$ cat config.mk
export PLATFORM = sky130hd
export DESIGN_NAME = spi_flash_front
export DESIGN_NICKNAME = d
export VERILOG_FILES = /design/src/rtl/spi_flash_front.sv
export SDC_FILE = /design/constraint.sdc
export NUM_CORES = 1
export LEC_CHECK = 0
export CORE_MARGIN = 1.5
export CORE_UTILIZATION = 62
export DETAILED_ROUTE_END_ITERATION = 6
export HOLD_SLACK_MARGIN = 0.05
export MAX_ROUTING_LAYER = met4
export PLACE_DENSITY_LB_ADDON = 0.08
export SETUP_SLACK_MARGIN = 0.3
export SYNTH_ARGS = -nofsm -noshare
export SYNTH_HDL_FRONTEND = slang
export SYNTH_SLANG_ARGS = --single-unit
$ cat constraint.sdc
create_clock -name clk -period 7.57 [get_ports clk]
set_input_delay 2.271 -clock clk [delete_from_list [all_inputs] [get_ports clk]]
set_output_delay 2.271 -clock clk [all_outputs]
set_load 0.03 [all_outputs]
$ cat src/rtl/spi_flash_front.sv
// spi_flash_front: SPI-mode-0 flash command decoder driving burst write requests and an opcode log
module spi_flash_front (
    input  logic        clk,
    input  logic        reset,
    input  logic        spi_sck,
    input  logic        spi_cs_n,
    input  logic        spi_mosi,
    output logic        spi_miso,
    output logic        spi_active,
    output logic        spi_cmd_write,
    output logic        spi_write_type,
    output logic [21:0] spi_write_addr,
    output logic [12:0] spi_write_len,
    input  logic        spi_write_done,
    output logic        log_strobe,
    output logic [7:0]  log_val
);
    localparam logic [23:0] JEDEC_ID = 24'hEF4018;
    typedef enum logic [1:0] {IDLE, ACCEPT, DONE} state_t;
    state_t      state;
    logic [1:0]  sck_s, cs_s, mosi_s;
    logic        sck_h, cs_h;
    logic [2:0]  bit_cnt, byte_cnt;
    logic [6:0]  sr;
    logic [7:0]  cmd, tx_sr, rx, cur_op, resp;
    logic [23:0] addr;
    logic [8:0]  dcnt;
    logic        wel, wip;
    logic        sck_rise, sck_fall, cs_rise, cs_fall, byte_done, op_done, allowed;
    logic        erase_ok, prog_ok, commit, pop;
    logic [9:0]  ptot;
    logic [6:0]  nb;
    logic [21:0] c_addr;
    logic [12:0] c_len;
    logic [7:0]  f0, f1;
    logic [1:0]  fcnt;
    logic [2:0]  lcnt;
    logic        lbusy;

    // Pin edges, byte completion, response selection and commit decoding
    always_comb begin
        sck_rise  = sck_s[1] & ~sck_h;
        sck_fall  = ~sck_s[1] & sck_h;
        cs_fall   = ~cs_s[1] & cs_h;
        cs_rise   = cs_s[1] & ~cs_h;
        byte_done = sck_rise & ~cs_s[1] & (bit_cnt == 3'd7);
        op_done   = byte_done & (byte_cnt == 3'd0);
        rx        = {sr, mosi_s[1]};
        allowed   = ~wip | (rx == 8'h05) | (rx == 8'h9F);
        cur_op    = op_done ? (allowed ? rx : 8'h00) : cmd;
        resp      = cur_op == 8'h9F ? (byte_cnt == 3'd0 ? JEDEC_ID[23:16] :
                                       byte_cnt == 3'd1 ? JEDEC_ID[15:8] :
                                       byte_cnt == 3'd2 ? JEDEC_ID[7:0] : 8'hFF) :
                    cur_op == 8'h05 ? {6'b0, wel, wip} : 8'hFF;
        erase_ok  = (cmd == 8'h20 || cmd == 8'hD8) && byte_cnt == 3'd4;
        prog_ok   = cmd == 8'h02 && dcnt != 9'd0;
        commit    = cs_rise & (bit_cnt == 3'd0) & wel & (state == IDLE) & (erase_ok | prog_ok);
        ptot      = {7'b0, addr[2:0]} + {1'b0, dcnt} + 10'd7;
        nb        = ptot[9:3];
        c_addr    = cmd == 8'h20 ? {1'b0, addr[23:12], 9'b0} :
                    cmd == 8'hD8 ? {1'b0, addr[23:16], 13'b0} : {1'b0, addr[23:3]};
        c_len     = cmd == 8'h20 ? 13'd511 :
                    cmd == 8'hD8 ? 13'd8191 :
                    nb > 7'd32 ? 13'd31 : {6'b0, nb - 7'd1};
        pop       = ~lbusy & (fcnt != 2'd0);
    end

    // Two-stage pin synchronisers plus edge-detect history; idle levels avoid spurious edges after reset
    always_ff @(posedge clk) begin
        if (reset) begin
            sck_s      <= 2'b00;
            cs_s       <= 2'b11;
            mosi_s     <= 2'b00;
            sck_h      <= 1'b0;
            cs_h       <= 1'b1;
            spi_active <= 1'b0;
        end else begin
            sck_s      <= {sck_s[0], spi_sck};
            cs_s       <= {cs_s[0], spi_cs_n};
            mosi_s     <= {mosi_s[0], spi_mosi};
            sck_h      <= sck_s[1];
            cs_h       <= cs_s[1];
            spi_active <= ~cs_s[1];
        end
    end

    // Byte framing on SCK rise, opcode/address/data-count capture, MISO shifting on SCK fall
    always_ff @(posedge clk) begin
        if (reset) begin
            bit_cnt  <= 3'd0;
            byte_cnt <= 3'd0;
            sr       <= 7'd0;
            cmd      <= 8'h00;
            addr     <= 24'd0;
            dcnt     <= 9'd0;
            tx_sr    <= 8'hFF;
            spi_miso <= 1'b1;
        end else begin
            if (cs_s[1]) spi_miso <= 1'b1;
            else if (sck_fall) begin
                spi_miso <= tx_sr[7];
                tx_sr    <= {tx_sr[6:0], 1'b1};
            end
            if (cs_fall) begin
                bit_cnt  <= 3'd0;
                byte_cnt <= 3'd0;
                dcnt     <= 9'd0;
                cmd      <= 8'h00;
                tx_sr    <= 8'hFF;
            end else if (sck_rise && !cs_s[1]) begin
                sr      <= rx[6:0];
                bit_cnt <= bit_cnt + 3'd1;
                if (bit_cnt == 3'd7) begin
                    tx_sr <= resp;
                    if (byte_cnt != 3'd7) byte_cnt <= byte_cnt + 3'd1;
                    if (byte_cnt == 3'd0) cmd <= allowed ? rx : 8'h00;
                    else if (byte_cnt < 3'd4) addr <= {addr[15:0], rx};
                    else if (dcnt != 9'h1FF) dcnt <= dcnt + 9'd1;
                end
            end
        end
    end

    // Request handshake with the glue stage; owns WEL and WIP
    always_ff @(posedge clk) begin
        if (reset) begin
            state          <= IDLE;
            spi_cmd_write  <= 1'b0;
            spi_write_type <= 1'b0;
            spi_write_addr <= 22'd0;
            spi_write_len  <= 13'd0;
            wip            <= 1'b0;
            wel            <= 1'b0;
        end else begin
            if (op_done && allowed && rx == 8'h06) wel <= 1'b1;
            else if (op_done && allowed && rx == 8'h04) wel <= 1'b0;
            if (commit) begin
                spi_write_type <= cmd != 8'h02;
                spi_write_addr <= c_addr;
                spi_write_len  <= c_len;
                spi_cmd_write  <= 1'b1;
                wip            <= 1'b1;
                state          <= ACCEPT;
            end else if (state == ACCEPT && !spi_write_done) state <= DONE;
            else if (state == DONE && spi_write_done) begin
                spi_cmd_write <= 1'b0;
                wip           <= 1'b0;
                wel           <= 1'b0;
                state         <= IDLE;
            end
        end
    end

    // Opcode log: 2-deep queue feeding a 4-clk-high, 5-clk-low strobe; newest opcode dropped when full
    always_ff @(posedge clk) begin
        if (reset) begin
            f0         <= 8'h00;
            f1         <= 8'h00;
            fcnt       <= 2'd0;
            lcnt       <= 3'd0;
            lbusy      <= 1'b0;
            log_strobe <= 1'b0;
            log_val    <= 8'h00;
        end else begin
            if (pop) begin
                log_val    <= f0;
                log_strobe <= 1'b1;
                lcnt       <= 3'd0;
                lbusy      <= 1'b1;
            end else if (lbusy) begin
                lcnt <= lcnt + 3'd1;
                if (lcnt == 3'd3) log_strobe <= 1'b0;
                if (lcnt == 3'd7) lbusy <= 1'b0;
            end
            if (op_done && pop) begin
                if (fcnt == 2'd2) begin
                    f0 <= f1;
                    f1 <= rx;
                end else f0 <= rx;
            end else if (pop) begin
                f0   <= f1;
                fcnt <= fcnt - 2'd1;
            end else if (op_done && fcnt != 2'd2) begin
                if (fcnt == 2'd0) f0 <= rx;
                else f1 <= rx;
                fcnt <= fcnt + 2'd1;
            end
        end
    end
endmodule

==> results.cfg <==
[status]
outcome = finished clean

[run]
max_cap_viol_count = 0

[floorplan]
chipWidth_um = 101
die_h_um = 101
start_util_pct = 64.2
num_rows = 35
io_pins = 54
die_area_sq_um = 10200
core_sq_um = 9240

[cts]
numCtsBuffers = 17
numClockSinks = 138
max-clock-path-buffers = 2
cts_hold_buf = 0
post_cts.repair.setup_buffers = 0
clock_latency_ps = 540
cts_tree = done
cts-resized-gates = 0
root_buffer = clkbuf_8
htreeDepth = 4
cts.reportedPaths.clkPinSlew_ps = 60

[global_routing]
grt_pass1_vias = 4775
grt_pass1_wl_um = 22100
antenna_found_initial = 0
grtUsageTotal_pct = 28.2
grt_max_degree = 74
grt_overflow_total = 0

[timing]
period_share_pct = 53.5
tns_ps = 0
relSlewSlack_pct = 26.1
max_slew.worst_pin.slew_ps = 1100
finalHoldViolCount = 0
rsz0062_at_grt = no
drv_slew = 0
period_minus_slack_ps = 4050
setup_viol = 0
max_clock_freq_mhz = 247
skew_ps = 9.73

[pwr]
total_leakage_power_nw = 2.56
power_frac_seq_pct = 46.2
powerDensity_nw_per_um2 = 227
pwr-share-clk_pct = 52.6
p_sw_w = 0.000364
p_int_w = 0.00122
p_sw_share_pct = 23.0
share_comb_of_total_power_pct = 1.2
total_power_w = 0.00158
peakVddDrop_v = 0.000172

[logic_synthesis]
synthCells = 714
syn-mean-instance-area_sq_um = 8.31
ys.flop_type = dfxtp_1
yosysWarnings = 0
ys_ff_latch = 138
synth.distinct_cells = 59
yosysSeqAreaShare_pct = 46.6
syn-num-nets = 740
async_flop_share_pct = 0
synth-edff-count = 0
synth_area_sq_um = 5930

[routing]
drt_iter0_markers = 286
wl_per_cell_um = 15.0
final_antenna_net_count = 0
drt_pass1_iterations = 5
drc_errors = 0
finalWirelength_um = 13100
dr_total_vias = 4970
detail_route.vias_per_cell = 5.67

[worst_setup_path]
setup.worst_path.start = wip
cp.arrival_ps = 1780
critPathLaunchType = register
path_buf_inv = 1
slowest_delay_ps = 740
r2r_cells = 9
endpoint_kind = output pin
crit-reg2reg-capture = spi_write_addr[1]
timing.critical_path.to = spi_cmd_write
rrSetupSlack_ps = 4680
cpMaxStageDelayCell = clkdlybuf4s50_1
critPathKind = reg -> out
path_delay_family = buffers and inverters
crit_required_ps = 5300
cp.depth = 1
timing.rr.start = bit_cnt[0]
cp_max_fo = 10
path_cells = clkdlybuf4s50_1

[finish]
fin_util_pct = 75.4
design.final.nets = 761
syn_to_final_growth_pct = 17.5
drive_gt1_share_pct = 6.15
diodes = 0

[hold_path]
whs_path_depth = 1
hold_class = reg -> reg

[place]
place_congestion = 0.842
io_buffer_count = 52
dp_hpwl_um = 8500
[registers in the layout (all words and copies together) (netlist names), 7 cells and up]
register,cells
cmd,8
spi_write_addr,21
addr,24
f1,8
sr,7
f0,8
log_val,8
spi_write_len,9
tx_sr,8
dcnt,9
[routing by layer]
metal | vias up | wire length, um | track usage, %
met5 | - | 0 | -
met4 | 0 | 191 | 10.9
met3 | 25 | 715 | 5.34
met2 | 170 | 6460 | 46.5
met1 | 2321 | 5770 | 34.3
li1 | 2454 | - | -
[per-stage QoR]
step | hold WS [ps] | worst slack, ps | instance area [sq um] | instances
finish | 414 | 3520 | 6970 | 877
global route | 434 | 3500 | 6970 | 877
CTS | 418 | 3530 | 6970 | 877
detailed placement | 403 | 3460 | 6370 | 845
global placement | 396 | 3550 | 6370 | 845
floorplan | 389 | 4210 | 5930 | 714
[cell usage in the layout (no fill, tap or decap), types with 2 or more instances in the layout]
cell             count
nor2b_1             10
and3_1               5
o21a_1               3
a21oi_1             87
clkdlybuf4s50_1     51
o2bb2ai_1            2
a21o_1               4
o22ai_1              8
bufinv_16            2
and3b_1              2
clkinv_4             2
or2_2                5
a211oi_1             3
mux2i_1             21
nor3_1              22
nand3b_1             5
buf_4                2
nand2b_1             4
nor4_1               2
xnor2_1             12
a21boi_0             4
ha_1                20
and2_1               3
a22oi_1              4
nand4_1              5
inv_1               19
inv_6                6
a311oi_1             3
xor2_1               4
nand3_1             22
nand2_1            147
nor2_1              56
o21bai_1             6
o21ai_0             12
dfxtp_1            138
inv_8                2
clkbuf_16           16
[power groups by stage]
stage,Combinational (W),Sequential (W),Clock [W]
3_3_place_gp,0.0000191,0.000746,0
3_5_place_dp,0.0000196,0.000746,0
6_report,0.0000196,0.000730,0.000830
4_1_cts,0.0000196,0.000729,0.000832
5_1_grt,0.0000216,0.000729,0.000863
2_1_floorplan,0.0000147,0.000745,0
[worst register-to-register path, cell delays in order, from the launching register on]
cell	delay, ps
dfxtp_1	340
inv_1	80
ha_1	150
nand4b_1	120
or4_4	460
or4b_1	740
o31ai_4	260
buf_4	370
nand3_1	120
a21oi_1	180
[how the worst min path moves through the flow]
| stage | from | to | slack, ps |
|---|---|---|---|
| after global placement | cs_s[0] | cs_s[1] | 400 |
| after floorplan | cs_s[0] | cs_s[1] | 390 |
| after global routing | cs_s[0] | cs_s[1] | 430 |
| after detailed placement | cs_s[0] | cs_s[1] | 400 |
| final | cs_s[0] | cs_s[1] | 410 |
| after CTS | cs_s[0] | cs_s[1] | 420 |
[cells by family after synthesis]
family / Yosys count / share of synthesized area [%]
xor gates and xnor gates: 16 / 2.36
muxes: 21 / 3.54
buffers and inverters: 71 / 5.44
other: 1 / 0.0632
AOI/OAI and AO/OA: 149 / 15.1
adders and majority gates: 20 / 4.22
DFF: 138 / 46.6
and+or+nand+nor: 298 / 22.7
[synthesized netlist by cell type, drive strengths merged (2+ instances only)]
cell type	n	area, sq um
a211oi	4	35.0
a21boi	4	30.0
a21o	4	30.0
a21oi	87	435
a22oi	4	30.0
a311oi	3	26.3
and2	3	18.8
and3	5	31.3
and3b	2	17.5
buf	17	120
clkbuf	35	131
dfxtp	138	2760
ha	20	250
inv	19	71.3
mux2i	21	210
nand2	147	552
nand2b	4	25.0
nand3	22	110
nand3b	5	37.5
nand4	5	31.3
nor2	56	210
nor2b	10	62.6
nor3	22	110
nor3b	2	20.0
nor4	2	12.5
o21a	3	22.5
o21ai	13	65.1
o21bai	6	45.0
o22ai	8	50.1
o2bb2ai	2	17.5
o31ai	2	28.8
or2	5	31.3
or4	2	18.8
xnor2	12	105
xor2	4	35.0
[layout make-up]
type	count	area [sq um]
clock buffers	17	414
fillers	712	2270
inverters	19	71.3
well taps	129	161
multi-input cells	505	2850
repair buffers	54	531
clock inverters	15	181
flip-flops and latches	138	2760
Note: power is estimated with default switching activity, not from simulation.
